$ cat src/rtl/sum_accumulator.sv
// Accumulates a programmed number of adder sums behind valid/ready handshakes.
// Optional SUM_ACC_SAT_EN: saturate instead of wrap on accumulator overflow.
module sum_accumulator #(
  parameter int IN_W  = 17,
  parameter int ACC_W = 24,
  parameter int CNT_W = 8
) (
  input  logic             clk,
  input  logic             rst_n,
  input  logic             start,
  input  logic [CNT_W-1:0] len,
  input  logic             in_valid,
  output logic             in_ready,
  input  logic [IN_W-1:0]  in_sum,
  output logic             out_valid,
  input  logic             out_ready,
  output logic [ACC_W-1:0] acc_out,
  output logic             ovf,
  output logic             busy
);

  typedef enum logic [1:0] {
    IDLE  = 2'd0,
    ACCUM = 2'd1,
    DONE  = 2'd2
  } state_t;

  state_t           state;
  state_t           state_n;
  logic [CNT_W-1:0] cnt;
  logic [CNT_W-1:0] cnt_n;
  logic [ACC_W-1:0] acc_n;
  logic             ovf_n;
  logic [ACC_W:0]   sum_ext;
  logic             carry;
  logic             accept;

  assign sum_ext = {1'b0, acc_out}
                 + {{(ACC_W+1-IN_W){1'b0}}, in_sum};
  assign carry   = sum_ext[ACC_W];
  assign accept  = (state == ACCUM) & in_valid & in_ready;

  always_comb begin
    state_n = state;
    cnt_n   = cnt;
    acc_n   = acc_out;
    ovf_n   = ovf;
    unique case (state)
      IDLE: begin
        if (start) begin
          acc_n = '0;
          ovf_n = 1'b0;
          cnt_n = len;
          if (len == '0) state_n = DONE;
          else           state_n = ACCUM;
        end
      end
      ACCUM: begin
        if (accept) begin
          cnt_n = cnt - CNT_W'(1);
          ovf_n = ovf | carry;
`ifdef SUM_ACC_SAT_EN
          // once saturated, the total is pinned for the rest of the run
          if (ovf || carry) acc_n = '1;
          else              acc_n = sum_ext[ACC_W-1:0];
`else
          acc_n = sum_ext[ACC_W-1:0];
`endif
          if (cnt == CNT_W'(1)) state_n = DONE;
        end
      end
      DONE: begin
        if (out_ready) state_n = IDLE;
      end
      default: state_n = IDLE;
    endcase
  end

  // handshake outputs are registered off the next state
  always_ff @(posedge clk) begin
    if (!rst_n) begin
      state     <= IDLE;
      cnt       <= '0;
      acc_out   <= '0;
      ovf       <= 1'b0;
      in_ready  <= 1'b0;
      out_valid <= 1'b0;
      busy      <= 1'b0;
    end else begin
      state     <= state_n;
      cnt       <= cnt_n;
      acc_out   <= acc_n;
      ovf       <= ovf_n;
      in_ready  <= (state_n == ACCUM);
      out_valid <= (state_n == DONE);
      busy      <= (state_n != IDLE);
    end
  end

endmodule

$ cat config.mk
export PLATFORM = sky130hd
export DESIGN_NAME = sum_accumulator
export DESIGN_NICKNAME = d
export VERILOG_FILES = /design/src/rtl/sum_accumulator.sv
export SDC_FILE = /design/constraint.sdc
export NUM_CORES = 1
export LEC_CHECK = 0
export ABC_AREA = 1
export BUFFER_PORTS_ARGS = -buffer_cell sky130_fd_sc_hd__buf_4
export CORE_ASPECT_RATIO = 1.5
export CORE_MARGIN = 5
export CORE_UTILIZATION = 60
export CTS_CLUSTER_DIAMETER = 30
export CTS_CLUSTER_SIZE = 10
export DETAILED_ROUTE_END_ITERATION = 8
export GPL_ROUTABILITY_DRIVEN = 0
export PLACE_DENSITY = 0.86
export RECOVER_POWER = 50
export SETUP_SLACK_MARGIN = 0.2
export SLEW_MARGIN = 15
export SYNTH_ARGS = -nofsm -noshare
export SYNTH_HDL_FRONTEND = slang
export SYNTH_SLANG_ARGS = --single-unit
$ cat constraint.sdc
create_clock -name clk -period 3.05 [get_ports clk]
set_clock_uncertainty 0.15 [all_clocks]
set_input_delay 0.61 -clock clk [delete_from_list [all_inputs] [get_ports clk]]
set_output_delay 0.61 -clock clk [all_outputs]
set_load 0.02 [all_outputs]
# After elaboration in Yosys (flattened, before gate mapping)
# Index checks and enable logic that the tools add are counted.
[classes]
addsub = 2
multipliers = 0
div_mod_pow = 0
magnitude_cmp = 0
eq_ne = 7
shift = 0
n_mux = 15
n_bitwise = 3
n_reduce_logical = 5
[ops]
columns = ["op", "count"]
rows = [
  ["$mux W24", 2],
  ["$pmux W24 S2", 1],
  ["$add A24 B17 Y25", 1],
  ["$mux W8", 2],
  ["$pmux W8 S2", 1],
  ["$mux W2", 5],
  ["$eq A8 B1 Y1 const B", 1],
  ["$logic_not A8 Y1", 1],
  ["$sub A8 B1 Y8 const B", 1],
  ["$pmux W2 S3", 1],
  ["$eq A2 B1 Y1 const B", 2],
  ["$eq A2 B2 Y1 const B", 2],
  ["$ne A2 B2 Y1 const B", 2],
  ["$reduce_bool A2 Y1", 2],
  ["$reduce_and A3 Y1", 1],
  ["$and A1 B1 Y1", 2],
  ["$logic_not A2 Y1", 1],
  ["$mux W1", 2],
  ["$pmux W1 S2", 1],
  ["$or A1 B1 Y1", 1],
]
[totals]
ff_bits = 38
latchBits = 0
ram_bits = 0
romBits = 0
in_bits = 30
out_inout_bits = 28
wordCells = 39
memories = 0

# Longest topological paths before layout
# Gate-level depths: netlist of the first run.
[logic_depth]
depth_word = 6
depth_mapped = 12
mapped_depth_nobuf = 12

# Least setup slack after synthesis of the first run
# OpenSTA, ideal clock, no wires.
[synth_path]
kind = "input-to-reg"
from = "input port in_sum[0]"
to = "register acc_out[8]"
arrival_ps = 1964
t_required_ps = 2768
setup_slack_ps = 803
stages = 9
cell_sequence = "ha_1 > fa_1 > nand3_1 > nand3_1 > nand2_1 > nand2_2 > or2_2 > nand3_1 > a21oi_1"
[synth_via]
elab_chain_cells = 3
[synth_lines]
columns = ["item", "line", "text"]
rows = [
  ["start: declaration", "14", "input logic [IN_W-1:0] in_sum,"],
  ["$add A24 B17 Y25", "39", "+ {{(ACC_W+1-IN_W){1'b0}}, in_sum};"],
  ["$mux W24", "59", "if (accept) begin"],
  ["$pmux W24 S2", "48", "unique case (state)"],
  ["end signal: assignment", "92", "acc_out <= acc_n;"],
  ["end: declaration", "17", "output logic [ACC_W-1:0] acc_out,"],
]
# Every way passes these cells. The select of a mux whose other input is x is not followed.
# A chain may end at the register's enable or synchronous reset.

# Worst setup path in the final report of the first run
[layout_path]
from = "register state[1]"
to = "register acc_out[23]"
[layout_via]
elab_chain_cells = 5
word_cells_on_any_way = 9
cone_classes = "eq/ne: 3; mux: 1; bitwise: 2; reduce/logical: 3"
[layout_lines]
columns = ["item", "line", "text"]
rows = [
  ["start: declaration", "28", "state_t state;"],
  ["start signal: assignment", "90", "state <= state_n;"],
  ["$eq A2 B1 Y1", "41, 48", ""],
  ["$and A1 B1 Y1 (2 in series)", "41", "assign accept = (state == ACCUM) & in_valid & in_ready;"],
  ["$ne A2 B2 Y1 (no source line)", "n/a", ""],
  ["$reduce_and A3 Y1 (no source line)", "n/a", ""],
]
# Parallel ways exist; a longest one is shown, timed or not.

==> results of run 1 <==
==> critical path, stage by stage, from the launching register on <==
cell     delay (ns)
dfxtp_1        0.37
inv_1          0.07
nand2_1        0.36
o21ai_0        0.18
inv_1          0.72
nor3_1         0.14
a21oi_1        0.18
nor2_1         0.06
==> final cells by class <==
class	instances	area, um^2
clock buffers	5	68.8
clock inverters	3	68.8
fillers	456	1330
inverters	65	244
multi-input cells	370	1900
flip-flops and latches	38	761
well taps	66	82.6
repair buffers	60	349
==> worst paths after layout <==
check | start | to | slack, ns | depth (start not counted)
max reg2reg | state[1] | acc_out[23] | 0.72 | 7
min | ovf | ovf | 0.31 | 2
min reg2reg | ovf | ovf | 0.31 | 2
max | state[1] | acc_out[23] | 0.72 | 7
==> metrics by stage <==
stage / setup WS [ns] / utilization, % / hold slack [ns]
2_1_floorplan: 0.803 / - / 0.347
3_3_place_gp: 0.568 / 71.9 / 0.293
3_5_place_dp: 0.538 / 71.9 / 0.304
4_1_cts: 0.857 / 74.8 / 0.317
5_1_grt: 0.401 / 72.3 / 0.351
6_report: 0.715 / 72.3 / 0.311
==> cell usage after synthesis (7+ instances only) <==
library cell	instances
nand2_2	8
a21oi_1	46
nand2_1	156
dfxtp_1	38
or2_2	9
o21ai_0	14
inv_1	63
ha_1	19
nor2_1	40
nor3_1	7
nand3_1	34
==> flip-flops by register name (all words and copies together), names as in the netlist <==
register,cells
acc_out,24
cnt,8
out_valid,1
in_ready,1
state,2
ovf,1
busy,1
==> power by group through the flow <==
stage	clock network (uW)	registers, uW	logic (uW)
after floorplan	0	553	188
after global placement	0	545	281
after detailed placement	0	546	287
after CTS	535	534	289
after global routing	566	537	314
final	534	534	280
==> layer usage <==
metal  global-route usage (%)  wire (um)  up-vias
met5                        0          0        -
met4                     13.5        352        0
met3                     4.21        383       36
met2                     50.6       4220      110
met1                     26.6       3000     1481
li1                         -          -     1656
==> logic make-up after synthesis <==
group | Yosys count | share of synthesized area [%]
adders and majority gates | 20 | 8.70
AOI/OAI and AO/OA | 69 | 12.9
DFF | 38 | 25.7
xor gates and xnor gates | 3 | 0.887
buffers and inverters | 73 | 9.59
and+or+nand+nor | 278 | 42.2
==> results by group, run 1 <==
Finish
  – Non-Filler Instances: ~610
  – Most frequent cells in the layout: nand2_1 (157), inv_1 (64), a21oi_1 (46), nor2_1 (40), dfxtp_1 (38)
  – Share of cells above drive strength 1: 14.0%
  – Leading cell type in the layout, fill and taps excluded: nand2_1
  – Final instance area: 3480 um^2
  – Nets: 590
  – Area added between synthesis and finish: 17.4%
  – N_diodes: 0

Timing
  – Achievable clock frequency: roughly 430 MHz
  – Endpoints failing hold: 0
  – Final period utilization: about three quarters
  – RSZ-0062 raised after global routing: false
  – Worst-Margin Slew: between 0.9 and 1 ns
  – Relative slew slack: between 30 and 40%
  – Setup TNS: 0 ns
  – Final min period: 2.33 ns
  – Slew Viols, Final: 0
  – Setup violators final: 0

GRT
  – Vias in the first global route: between 3000 and 4000
  – Total GRT Usage: a little over a quarter
  – Overflow after GRT: 0
  – Initial antenna violation count: 0
  – Global-route wire length before repair: roughly 13000 um
  – Largest net degree at the start of global routing: 28

Die
  – Placeable Area: ~4800 um^2
  – Die Height: about 96 um
  – I/O pin count: slightly below 60
  – Die Wd: roughly 67 um
  – Initial Util: between 60% and 70%
  – Row count: 31
  – Die area: ~6500 um^2

Clocking
  – CTS H-tree depth: 2
  – Hold Buf Count CTS: 0
  – Post-CTS Resized: 0
  – TritonCTS Buffers: 5
  – Worst-Skew Late Latency: slightly above 0.3 ns
  – CTS root buf: clkbuf_8
  – Post-CTS setup repair buffer count: 0
  – Clk buf depth: 2
  – CTS tree: built
  – Worst-path clk slew: ~0.080 ns
  – TritonCTS Sinks: 38

Route
  – Final ANT Viol Nets: 0
  – 1st-iter DRT viols: ~220
  – Drt drc: 0
  – Vias per cell: between 5 and 6
  – Via count: between 3000 and 4000
  – Routed len/inst: between 10 and 15 um
  – Final wirelength: between 7000 and 8000 um
  – DRT Pass-1 Iters: 7

Logic synthesis
  – Synth warn: 0
  – Synth Instances: slightly below 500
  – Synthesized Nets: approximately 530
  – Cell taking the most area after synthesis: dfxtp_1
  – Seq cells post-synth: 38
  – Async SR Flop Fraction: 0%
  – Avg Inst Size Synth: 6.16 um^2
  – Register area share after synthesis: around a quarter
  – Share of the synthesized area in the top cell type: between 20% and 30%
  – Largest cells by area after synthesis: dfxtp_1 (26%), nand2_1 (20%), ha_1 (8.0%), inv_1 (8.0%), a21oi_1 (7.8%)
  – Cell Area, Synth: between 2000 and 3000 um^2
  – Post-synth EDFFs: 0
  – Count of cell types in the netlist: 34
  – Main synth FF type: dfxtp_1

Power and ir drop
  – LEAKAGE: ~0.0017 uW
  – Psw: 396 uW
  – Sequential power share: 39.6%
  – Combinational share of power: slightly above 20%
  – P_int: around 950 uW
  – Total power: about 1300 uW
  – VDD IR max: 0.335 mV
  – Switching share of power: between 20 and 30%
  – Clock power frac: 39.6%
  – PwrDens: between 300 and 400 nW/um^2

Placement
  – Post-Place Cells: approximately 600
  – Final HPWL DP: a little over 6000 um
  – Placed Area: 3460 um^2
  – PortBufs: 57

Critical path
  – CP arrival: 2.38 ns
  – Nature of the critical path endpoint: flip-flop
  – Startpoint types: flip-flop
  – CP Data Required Time: approximately 3.1 ns
  – Critical Setup Path Class: reg -> reg
  – Max FO, Critical Path: 27

Run
  – Max cap viols: 0

Status
  – Status: complete, no violations

Hold path
  – Hold Crit Class: reg -> reg
(Power assumes the default switching activity.)
==> run 2: changes to the inputs <==
- CORE_UTILIZATION: 60 -> 51
- PLACE_DENSITY: 0.86 -> 0.78
- clock period: 3.05 -> 2 ns (I/O delays scaled with it)
==> results by group, run 2 (same netlist as run 1, synthesis figures left out) <==
Critical path
  – Max FO, Critical Path: 5 (-81%)
  – Crit. Startpoint: acc_out[0]
  – Most frequent CP cell: nand2_1
  – CP Data Required Time: 2.07 ns (-1.03 ns)
  – Top Family by Delay on Critical Path: simple AND/OR/NAND/NOR gates
  – Nature of the critical path endpoint: flip-flop
  – CP peak stage delay: 0.37 ns (-0.35 ns)
  – CP max-delay cell: fa_2
  – Startpoint types: flip-flop
  – CP Cell Sequence: ha_4 > fa_2 > nand3_4 > nand3_4 > nand2_2 > nand2_2 > nand2_1 > nand2_1 > nand2_1 > nand3_1 > a21oi_1
  – Buf/Inv on CP: 0 (-2)
  – Reg2reg start: acc_out[0]
  – CP arrival: 2.03 ns (-0.35 ns)
  – Critical Setup Path Class: reg -> reg

Clocking
  – Clk buf depth: 2 (unchanged)
  – Worst-Skew Late Latency: 0.30 ns (about the same)
  – CTS root buf: clkbuf_8
  – CTS H-tree depth: 2 (unchanged)
  – Worst-path clk slew: 0.09 ns (about the same)
  – Hold Buf Count CTS: 0 (unchanged)
  – TritonCTS Buffers: 5 (unchanged)
  – TritonCTS Sinks: 38 (unchanged)
  – CTS tree: built

Timing
  – Setup violators final: 0 (unchanged)
  – Final period utilization: 97.6% (+21 points)
  – Worst hold slack: 0.236 ns (-0.0743 ns)
  – RSZ-0062 raised after global routing: true
  – Setup TNS: 0 ns (unchanged)
  – Endpoints failing hold: 0 (unchanged)
  – Final min period: 1.95 ns (-0.382 ns)
  – Slew Viols, Final: 0 (unchanged)
  – Worst-Margin Slew: 0.279 ns (-0.668 ns)
  – Relative slew slack: 81.4% (+45 points)
  – Worst Slack Setup Final: 0.0472 ns (-0.668 ns)
  – Achievable clock frequency: 512 MHz (+20%)

Finish
  – Non-Filler Instances: 628 (+3.5%)
  – Max reg flops: 24 (unchanged)
  – N_diodes: 0 (unchanged)
  – Layout fillers: 480 (+5.3%)
  – Top reg by flops: acc_out
  – Share of cells above drive strength 1: 30.6% (+17 points)
  – Most frequent cells in the layout: nand2_1 (139), inv_1 (61), buf_4 (61), dfxtp_1 (38), a21oi_1 (37)
  – Layout Utilization: 71.2% (-1.1 points)
  – Area added between synthesis and finish: 38.0%
  – Largest regs: acc_out (24), cnt (8), state (2)
  – Leading cell type in the layout, fill and taps excluded: nand2_1
  – Nets: 605 (+2.5%)

Route
  – Via count: 3435 (+4.6%)
  – Final ANT Viol Nets: 0 (unchanged)
  – Vias per cell: 5.47 (+1.1%)
  – Routed len/inst: 14.5 um (+11%)
  – 1st-iter DRT viols: 235 (+9.3%)
  – Drt drc: 0 (unchanged)
  – Final wirelength: 9130 um (+15%)
  – DRT Pass-1 Iters: 6 (-1)

Die
  – I/O pin count: 58 (unchanged)
  – Initial Util: 51.6% (-10 points)
  – Die Wd: 72.2 um (+7.2%)
  – Die Height: 103 um (+7.6%)
  – Die area: 7470 um^2 (+15%)
  – Row count: 34 (+9.7%)
  – Placeable Area: 5740 um^2 (+19%)

Power and ir drop
  – VDD IR max: 0.441 mV (+32%)
  – LEAKAGE: 0.00185 uW (+10%)
  – PwrDens: 541 nW/um^2 (+40%)

GRT
  – Busiest grt layer: met2
  – Overflow after GRT: 0 (unchanged)
  – Vias in the first global route: 3334 (+5.4%)
  – Initial antenna violation count: 0 (unchanged)
  – Met1 Use GR: 23.9% (-2.7 points)
  – Largest net degree at the start of global routing: 23 (-18%)
  – Total GRT Usage: 23.6% (-2.9 points)
  – Global Route met2 Usage: 44.9% (-5.7 points)
  – Met3 Track Usage GR: 3.29% (-0.92 points)
  – Global-route wire length before repair: 14100 um (+6.0%)

Placement
  – PortBufs: 57 (unchanged)
  – Post-Place Cells: 613 (+2.3%)
  – Final HPWL DP: 6410 um (+5.5%)
  – Setup Slack @ Placement: -0.0952 ns (-0.634 ns)

Hold path
  – Hold Crit Start: len[2]
  – Hold Crit Class: in -> reg

Status
  – Status: complete, no violations

Run
  – Max cap viols: 0 (unchanged)
run 2: cell types whose count changed in the layout (fill, tap and decap cells not counted), sizes merged:
| cell | previous run | this run |
|---|---|---|
| clkinv | 2 | 1 |
| buf | 33 | 61 |
| clkbuf | 32 | 20 |
run 2: what timing repair did:
action | in CTS | in global routing
gates resized for setup | 30 | 56
buffers inserted | 2 | 5
setup endpoints to repair | 20 | 22
endpoints found under the hold margin | 0 | 0
pin swaps | 6 | 16
run 2: worst paths after layout:
check	to	slack [ns]	cells past startpoint
max	acc_out[14]	0.05	11
min	cnt[2]	0.24	3
max reg2reg	acc_out[14]	0.05	11
min reg2reg	ovf	0.30	2
run 2: worst reg2reg max path: cells and delay by family (launching register included):
family,cells,cell delay [ns]
AOI/OAI and AO/OA,1,0.17
adders and majority gates,2,0.54
DFF,1,0.34
and+or+nand+nor,8,0.68
run 2: area by class of cell:
cell class                 count  area (um^2)  share of cell area [%]
tap                           72         90.1                    2.20
multi-input combinational    370         2340                    57.2
clock buffer                   6         82.6                    2.02
timing repair buffer          75          510                    12.5
clock inverter                 2         60.1                    1.47
inverter                      65          246                    6.03
sequential                    38          761                    18.6
run 2: where the power goes:
part	switching [uW]	leakage (uW)	internal, uW
Combinational	312	0.00147	231
Clock	317	0.0000714	533
Sequential	31.3	0.000310	788
Total	660	0.00185	1550
run 2: layer usage:
metal | share of wire (%) | vias to the layer above
met4 | 4.5 | 0
met5 | 0 | -
met2 | 54 | 111
met3 | 4.4 | 40
li1 | - | 1678
met1 | 37 | 1606
run 2: metrics by stage:
step	total power (uW)	cell area, um^2
detailed placement	1300	3580
finish	2210	4090
floorplan	1140	3020
CTS	2180	3920
global route	2300	4090
global placement	1290	3580
